<file path="config.mk">
export PLATFORM = sky130hd
export DESIGN_NAME = canvas_sequencer
export DESIGN_NICKNAME = d
export VERILOG_FILES = /design/src/rtl/canvas_pkg.sv /design/src/rtl/canvas_cell_map.sv /design/src/rtl/canvas_sequencer.sv
export SDC_FILE = /design/constraint.sdc
export NUM_CORES = 2
export LEC_CHECK = 0
export ABC_AREA = 1
export CAP_MARGIN = 20
export CORE_MARGIN = 1
export CORE_UTILIZATION = 50
export CTS_CLUSTER_DIAMETER = 100
export DETAILED_ROUTE_END_ITERATION = 10
export PLACE_DENSITY_LB_ADDON = 0.2
export RECOVER_POWER = 25
export SYNTH_ARGS = -nofsm -noshare
export SYNTH_HDL_FRONTEND = slang
export SYNTH_SLANG_ARGS = --single-unit
</file>
<file path="constraint.sdc">
create_clock -name frame_clk -period 22.8 [get_ports frame_clk]
set_input_delay 2.28 -clock frame_clk [delete_from_list [all_inputs] [get_ports frame_clk]]
set_output_delay 2.28 -clock frame_clk [all_outputs]
set_load 0.005 [all_outputs]
</file>
<file path="src/rtl/canvas_pkg.sv">
// Shared types and default geometry for the canvas sequencer.
// Build option CANVAS_BRUSH_3X3_EN (see canvas_sequencer) widens the brush.
package canvas_pkg;
  localparam int GRID           = 28;
  localparam int CANVAS_X0_DEF  = 96;
  localparam int CANVAS_Y0_DEF  = 16;
  localparam int CELL_SHIFT_DEF = 4;
  localparam int IDLE_FRAMES    = 45;

  typedef logic [27:0] canvas_row_t;

  typedef enum logic [2:0] {
    IDLE,
    DRAW,
    READY,
    SUBMIT,
    WAIT_NN,
    SHOW
  } canvas_state_t;
endpackage

</file>
<file path="src/rtl/canvas_cell_map.sv">
// Pixel to canvas-cell mapping; also used by the VGA overlay.
// gx/gy read 0 whenever the pointer is outside the canvas.
module canvas_cell_map #(
  parameter int CANVAS_X0  = canvas_pkg::CANVAS_X0_DEF,
  parameter int CANVAS_Y0  = canvas_pkg::CANVAS_Y0_DEF,
  parameter int CELL_SHIFT = canvas_pkg::CELL_SHIFT_DEF,
  parameter int GRID       = canvas_pkg::GRID
)(
  input  logic [9:0] x_pos,
  input  logic [9:0] y_pos,
  output logic [4:0] gx,
  output logic [4:0] gy,
  output logic       in_canvas
);
  import canvas_pkg::*;

  localparam int SPAN = GRID << CELL_SHIFT;

  logic [9:0] dx;
  logic [9:0] dy;
  logic       in_x;
  logic       in_y;

  always_comb begin
    in_x = ({1'b0, x_pos} >= 11'(CANVAS_X0)) &&
           ({1'b0, x_pos} <  11'(CANVAS_X0 + SPAN));
    in_y = ({1'b0, y_pos} >= 11'(CANVAS_Y0)) &&
           ({1'b0, y_pos} <  11'(CANVAS_Y0 + SPAN));
    in_canvas = in_x && in_y;
    dx = x_pos - 10'(CANVAS_X0);
    dy = y_pos - 10'(CANVAS_Y0);
    gx = '0;
    gy = '0;
    if (in_canvas) begin
      gx = 5'(dx >> CELL_SHIFT);
      gy = 5'(dy >> CELL_SHIFT);
    end
  end
endmodule

</file>
<file path="src/rtl/canvas_sequencer.sv">
// Draw / submit / classify sequencer with a 28x28 flop canvas.
// Define CANVAS_BRUSH_3X3_EN for a 3x3 brush clipped at the grid edges.
module canvas_sequencer #(
  parameter int CANVAS_X0   = canvas_pkg::CANVAS_X0_DEF,
  parameter int CANVAS_Y0   = canvas_pkg::CANVAS_Y0_DEF,
  parameter int CELL_SHIFT  = canvas_pkg::CELL_SHIFT_DEF,
  parameter int GRID        = canvas_pkg::GRID,
  parameter int IDLE_FRAMES = canvas_pkg::IDLE_FRAMES
)(
  input  logic        frame_clk,
  input  logic        Reset,
  input  logic [9:0]  X_pos,
  input  logic [9:0]  Y_pos,
  input  logic        btn_left,
  input  logic        btn_right,
  input  logic        nn_ready,
  output logic        nn_start,
  input  logic        nn_done,
  input  logic [3:0]  nn_digit,
  input  logic [4:0]  rd_row,
  output logic [27:0] rd_bits,
  output logic        busy,
  output logic        result_valid,
  output logic [3:0]  result_digit
);
  import canvas_pkg::*;

  canvas_state_t state_q, state_d;
  canvas_row_t   canvas_q [GRID];
  canvas_row_t   canvas_d [GRID];
  logic [7:0]    idle_cnt_q, idle_cnt_d;
  logic          clear_pend_q, clear_pend_d;
  logic          result_valid_q, result_valid_d;
  logic [3:0]    result_digit_q, result_digit_d;
  logic          nn_start_q, nn_start_d;
  logic          busy_q, busy_d;

  logic [4:0]      gx, gy;
  logic            in_canvas;
  logic            paint_state, press, paint_en;
  logic            clr_now, done_ok, drop, wipe;
  canvas_row_t     col_mask;
  logic [GRID-1:0] row_hit;

  canvas_cell_map #(
    .CANVAS_X0 (CANVAS_X0),
    .CANVAS_Y0 (CANVAS_Y0),
    .CELL_SHIFT(CELL_SHIFT),
    .GRID      (GRID)
  ) u_cell_map (
    .x_pos    (X_pos),
    .y_pos    (Y_pos),
    .gx       (gx),
    .gy       (gy),
    .in_canvas(in_canvas)
  );

  // Clear beats paint; a clear seen while frozen drops the next result.
  always_comb begin
    paint_state = (state_q == IDLE) || (state_q == DRAW) ||
                  (state_q == READY) || (state_q == SHOW);
    press    = btn_left && in_canvas && !btn_right;
    paint_en = paint_state && press;
    clr_now  = paint_state && btn_right;
    done_ok  = (state_q == WAIT_NN) && nn_done;
    drop     = done_ok && (clear_pend_q || btn_right);
    wipe     = clr_now || drop;
  end

  always_ff @(posedge frame_clk or posedge Reset) begin
    if (Reset) state_q <= IDLE;
    else       state_q <= state_d;
  end

  always_comb begin
    state_d = state_q;
    unique case (state_q)
      IDLE:    if (press) state_d = DRAW;
      DRAW:    if (!btn_left) state_d = READY;
      READY: begin
        if (press)
          state_d = DRAW;
        else if (idle_cnt_q == 8'(IDLE_FRAMES - 1))
          state_d = SUBMIT;
      end
      SUBMIT:  if (nn_ready) state_d = WAIT_NN;
      WAIT_NN: if (nn_done) state_d = drop ? IDLE : SHOW;
      SHOW:    if (press) state_d = DRAW;
      default: state_d = IDLE;
    endcase
    if (clr_now) state_d = IDLE;
  end

  always_comb begin
    idle_cnt_d = '0;
    if (state_q == READY && state_d == READY)
      idle_cnt_d = idle_cnt_q + 8'd1;

    clear_pend_d = 1'b0;
    if ((state_q == SUBMIT || state_q == WAIT_NN) && !done_ok)
      clear_pend_d = clear_pend_q || btn_right;

    result_valid_d = result_valid_q;
    result_digit_d = result_digit_q;
    if (done_ok && !drop) begin
      result_valid_d = 1'b1;
      result_digit_d = nn_digit;
    end
    if (wipe || (state_q == SHOW && press))
      result_valid_d = 1'b0;

    nn_start_d = (state_d == SUBMIT);
    busy_d     = (state_d == SUBMIT) || (state_d == WAIT_NN);
  end

  always_comb begin
    col_mask = canvas_row_t'(1) << gx;
`ifdef CANVAS_BRUSH_3X3_EN
    col_mask = col_mask | (col_mask << 1) | (col_mask >> 1);
`endif
    for (int r = 0; r < GRID; r++) begin
      row_hit[r] = (r == int'(gy));
`ifdef CANVAS_BRUSH_3X3_EN
      row_hit[r] = row_hit[r] || (r == int'(gy) - 1) ||
                   (r == int'(gy) + 1);
`endif
    end
  end

  always_comb begin
    canvas_d = canvas_q;
    for (int r = 0; r < GRID; r++) begin
      if (wipe)
        canvas_d[r] = '0;
      else if (paint_en && row_hit[r])
        canvas_d[r] = canvas_q[r] | col_mask;
    end
  end

  always_ff @(posedge frame_clk or posedge Reset) begin
    if (Reset) begin
      canvas_q       <= '{default: '0};
      idle_cnt_q     <= '0;
      clear_pend_q   <= 1'b0;
      result_valid_q <= 1'b0;
      result_digit_q <= '0;
      nn_start_q     <= 1'b0;
      busy_q         <= 1'b0;
    end else begin
      canvas_q       <= canvas_d;
      idle_cnt_q     <= idle_cnt_d;
      clear_pend_q   <= clear_pend_d;
      result_valid_q <= result_valid_d;
      result_digit_q <= result_digit_d;
      nn_start_q     <= nn_start_d;
      busy_q         <= busy_d;
    end
  end

  assign rd_bits      = (int'(rd_row) < GRID) ? canvas_q[rd_row] : '0;
  assign nn_start     = nn_start_q;
  assign busy         = busy_q;
  assign result_valid = result_valid_q;
  assign result_digit = result_digit_q;
endmodule

</file>
After elaboration in Yosys (flattened, before gate mapping)
Index checks and enable logic that the tools add are counted.

storage, ports and cells
  input port bits = 35
  register bits after elaboration = 803
  output and inout port bits = 35

cells by class
  mux-type cells = 75
  add/subtract/negate cells = 3
  reductions and logical operators = 84
  bitwise gates (word level) = 29
  shifts and indexed selects = 1
  equality and inequality tests = 36
  order comparisons = 6

operator list
  operator              number
  $mux 28               59
  $or 28x28->28         28
  $bmux 28 s5           1
  $eq 5x5->1 const A    16
  $reduce_bool 2->1     29
  $logic_and 1x1->1     41
  $eq 4x5->1 const A    8
  $shl 1x5->28 const A  1
  $mux 3                8
  $pmux 3 s5            1
  $eq 3x2->1 const B    4
  $eq 3x5->1 const A    2
  $ge 10x5->1 const B   1
  $ge 10x7->1 const B   1
  $lt 10x10->1 const B  1
  $lt 10x9->1 const B   1
  $mux 5                2
  $eq 3x3->1 const B    3
  $sub 9x5->9 const B   1
  $sub 9x7->9 const B   1
  $add 8x1->8 const B   1
  $eq 8x6->1 const B    1
  $logic_or 1x1->1      8
  $mux 8                1
  other kinds (10)      14

Longest topological paths before layout
  word-level depth = 11
  depth in mapped cells = 17
  depth with buffers taken out = 15

Hierarchy
From an unflattened synthesis, not the netlist that was laid out.

unflattened totals
  cells, all modules = 4870
  area, all modules = 38993.6 µm²

modules (own cells, without submodules)
  module            times used  area each (µm²)  cells each
  canvas_sequencer  1           38657.1          4817
  canvas_cell_map   1           336.6            53

Least setup slack after synthesis
Ideal clock, no wire load.

  path type = input port to output port
  from = input rd_row[0]
  to = output rd_bits[27]
  data required time = 20.520 ns
  path slack = 16.806 ns
  buffers on the path = 3
  arrival = 3.714 ns
  stages on the path = 10
  path through = clkbuf_1 > clkbuf_1 > clkbuf_1 > a21oi_1 > o21ai_0 > nand2_1 > nand2_1 > nand2_1 > nor4_1 > nor2_1

on the way
  longest elaborated chain between the ends = 5
  elaborated cells on any way between the ends = 6

RTL lines
  what                                        line                     RTL
  start, declared                             canvas_sequencer.sv:20   input logic [4:0] rd_row,
  $not 5->6 (implied by the code)             canvas_sequencer.sv:160  assign rd_bits = (int'(rd_row) < GRID) ? canvas_q[rd_row] : '0;
  $bmux 28 s5                                 canvas_sequencer.sv:160
  $mux 28 (implied by the code) (2 in a row)  canvas_sequencer.sv:160
  $mux 28 (*)                                 canvas_sequencer.sv:160
  end, declared                               canvas_sequencer.sv:21   output logic [27:0] rd_bits,

Every way passes the cells marked *; elsewhere a longest branch is shown, timed or not. The select of a mux whose other input is x is not followed.

==> flow_summary.ini <==
[drt]
dr_total_vias = 40895
detail_route.drc_violations = 0
drt_pre_antenna_iters = 8
total_wire_length_um = 142000
ant_nets = 0
drt_first_iter_violations = 4867
via_per_inst = 5.85
wire_per_inst_um = 20.3

[floorplanning]
die_area_mm2 = 0.0879
floorplan.rows = 107
chipHeight_um = 297
design.portCount = 70
die_width_um = 297
core_area_mm2 = 0.0855
initial_util_pct = 50.7

[global_routing]
grtUsageTotal_pct = 32.3
number_of_global_route_vias_before_repair = 37466
antenna_found_initial = 2
maximum_number_of_pins_on_one_net_before_global_route_repair = 259
global_route.overflow_total = 0
grt_pass1_wl_um = 220000

[cts]
cts-buffers-inserted = 88
cts-hold-fix-buffers = 0
cts.clk_slew.worst_paths_ns = 0.06
clk-insertion-delay-late_ns = 0.67
tritoncts_clock_tree = yes
post_cts_buffers = 0
ctsResizeCount = 0
clock_tree.buffer_depth = 3
cts-root-buf = clkbuf_16
htreeDepth = 3
clock_sinks = 803

[yosys]
synth-seq-area-share_pct = 46.3
synthesis.area_mm2 = 0.0434
synth_nets = 6023
post_synthesis_async_set_or_reset_flop_share_pct = 100
count_of_cell_types_in_the_netlist = 47
ys.warnings.count = 0
yosys_register_bits = 803
postSynth.topFlopCell = dfrtp_1
syn_area_per_cell_um2 = 7.25
synthesis.instances = 5983
synth_edf_count = 0

[placed_design]
placer_s_final_routability_congestion_estimate = 0.927
portBuffers = 65
dp.final_hpwl_um = 82400
placement.setup.worst_slack_ns = 13.37

[timing]
timing.setup.tns_ns = 0
setup_slack_ns = 11.92
worst_slew_pin_slew_ns = 3.67
period_minus_slack_ns = 10.88
final_max_slew_viol_count = 461
fin_crit_sh_pct = 47.7
worst_clock_skew_ns = 0.0156
timing.fmax_mhz = 91.9
grt_setup_unrepaired = false
normalized_max_slew_margin_pct = -145
setup_viol_count_final = 0
total_count_of_hold_check_failures_in_the_final_report = 0
holdWs_ns = 0.461

[critical_path]
cp_max_fo = 64
crit_chain = dlygate4sd3_1, clkinvlp_2, clkbuf_1, clkbuf_1, clkbuf_1, buf_4
cp-start-kind = input pin
crit_type = input pin to asynchronous set/reset pin
crit_path_max_incr_delay_ns = 2.42
slowest_stage = clkbuf_1
timing.critical_path.arrival_ns = 11.58
required_ns = 23.50
worst-r2r-setup-slack_ns = 17.20
critical_path.most_common_cell = clkbuf_1
critPathCaptureType = asynchronous set/reset pin

[layout]
drive_above_1_share_pct = 5.25
fill_cells = 8045
layout_commonest_cell = nand2_1
finish.net_count = 5817
post-route-util_pct = 55.3
layout.cells.most_common_list = nand2_1, nand3_1, dfrtp_1, a21oi_1, inv_1
syn2layout_area_growth_pct = 9.16

[power]
switching_pwr_mw = 0.828
internal_power_mw = 2.31
vdd_drop_max_v = 0.0000783
fin_total_pwr_mw = 3.13
clkPwrFrac_pct = 45.7
p_leak_nw = 23.9
sequential_share_of_power_pct = 45.6
p_comb_share_pct = 8.7
powerDensity_mw_per_mm2 = 66.2
power_switching_share_pct = 26.4

[flow_run]
max-cap-violations = 9

[outcome]
violations_in_the_final_reports = capacitance limit, slew limit
outcome = finished with violations

[min_path]
min_path_type = flip-flop to flip-flop
## flip-flops by register name, indices dropped and copies added, names as in the netlist
signal and cells:
result_valid 1, idle_cnt_q 8, nn_start 1, canvas_q 784
clear_pend_q 1, result_digit 4, busy 1, state_q 3
## power by group through the flow
stage | Sequential, mW | Combinational [mW] | Clock, mW
after detailed placement | 1.45 | 0.268 | 0
after global routing | 1.43 | 0.295 | 1.50
after floorplan | 1.46 | 0.169 | 0
after CTS | 1.43 | 0.269 | 1.45
after global placement | 1.45 | 0.267 | 0
final | 1.43 | 0.274 | 1.43
## metal layers
| layer | GRT usage (%) | wire [um] | vias to the layer above |
|---|---|---|---|
| met3 | 5.52 | 12400 | 280 |
| met5 | 0 | 0 | - |
| met1 | 45.2 | 60400 | 19792 |
| met4 | 12.2 | 5490 | 0 |
| met2 | 50.2 | 63600 | 1730 |
| li1 | - | - | 19093 |
## stage by stage
stage | area [um^2] | instances
final | 47300 | 6988
after floorplan | 43400 | 5983
after CTS | 47200 | 6977
after global routing | 47300 | 6987
after global placement | 44400 | 6819
after detailed placement | 44400 | 6821
## cell usage after synthesis, types with 2 or more instances
library cell | n | area share, %
nand2_1 | 1250 | 11
nand3_1 | 1108 | 13
dfrtp_1 | 803 | 46
a21oi_1 | 743 | 8.6
inv_1 | 736 | 6.4
o21ai_0 | 436 | 5.0
clkbuf_1 | 262 | 2.3
nor2_1 | 211 | 1.8
buf_2 | 121 | 1.4
buf_1 | 77 | 0.67
nand4_1 | 35 | 0.50
o22ai_1 | 28 | 0.40
nor2_2 | 22 | 0.32
o21bai_1 | 21 | 0.36
nor3_1 | 15 | 0.17
nor4_1 | 12 | 0.17
a32oi_1 | 11 | 0.22
a211oi_1 | 10 | 0.17
clkinv_1 | 7 | 0.061
inv_2 | 7 | 0.061
nor2_4 | 7 | 0.18
xor2_1 | 6 | 0.12
ha_1 | 5 | 0.14
nand2_2 | 5 | 0.072
a22o_1 | 4 | 0.081
and3_1 | 4 | 0.058
buf_4 | 4 | 0.069
nand3_2 | 4 | 0.092
nor3_4 | 4 | 0.15
a21boi_0 | 2 | 0.035
a31oi_1 | 2 | 0.029
nand3b_1 | 2 | 0.035
nand4_2 | 2 | 0.058
o21ai_1 | 2 | 0.023
or2_2 | 2 | 0.029
xnor2_1 | 2 | 0.040
## final cells by class
| class | count | area (um^2) | share of cell area (%) |
|---|---|---|---|
| clock buffer | 129 | 2600 | 5.49 |
| inverter | 750 | 2830 | 5.99 |
| sequential | 803 | 20100 | 42.4 |
| timing repair buffer | 169 | 1560 | 3.29 |
| tap | 1144 | 1430 | 3.02 |
| antenna | 1 | 2.50 | 0.00529 |
| multi-input combinational | 3965 | 18600 | 39.3 |
| clock inverter | 27 | 228 | 0.481 |
## worst max-delay path, delay by kind of cell
family / cells / cell delay [ns]
buffers and inverters: 6 / 9.16
## worst paths after layout
path                                       from              end  cells past startpoint
worst max-delay path                      Reset    canvas_q[260]                      6
worst min-delay path            result_digit[0]  result_digit[0]                      2
worst max register to register       state_q[2]    canvas_q[620]                     13
worst min register to register  result_digit[0]  result_digit[0]                      2
max in group frame_clk                rd_row[1]       rd_bits[2]                     12
min in group asynchronous                 Reset    canvas_q[215]                      2
## logic make-up after synthesis
group	Yosys count	share of synthesized area, %
fa+ha+maj	5	0.144
flops	803	46.3
simple gates	2687	27.4
buf+inv	1215	10.9
compound gates	1265	15.1
xor+xnor	8	0.162
(Power assumes the default switching activity.)
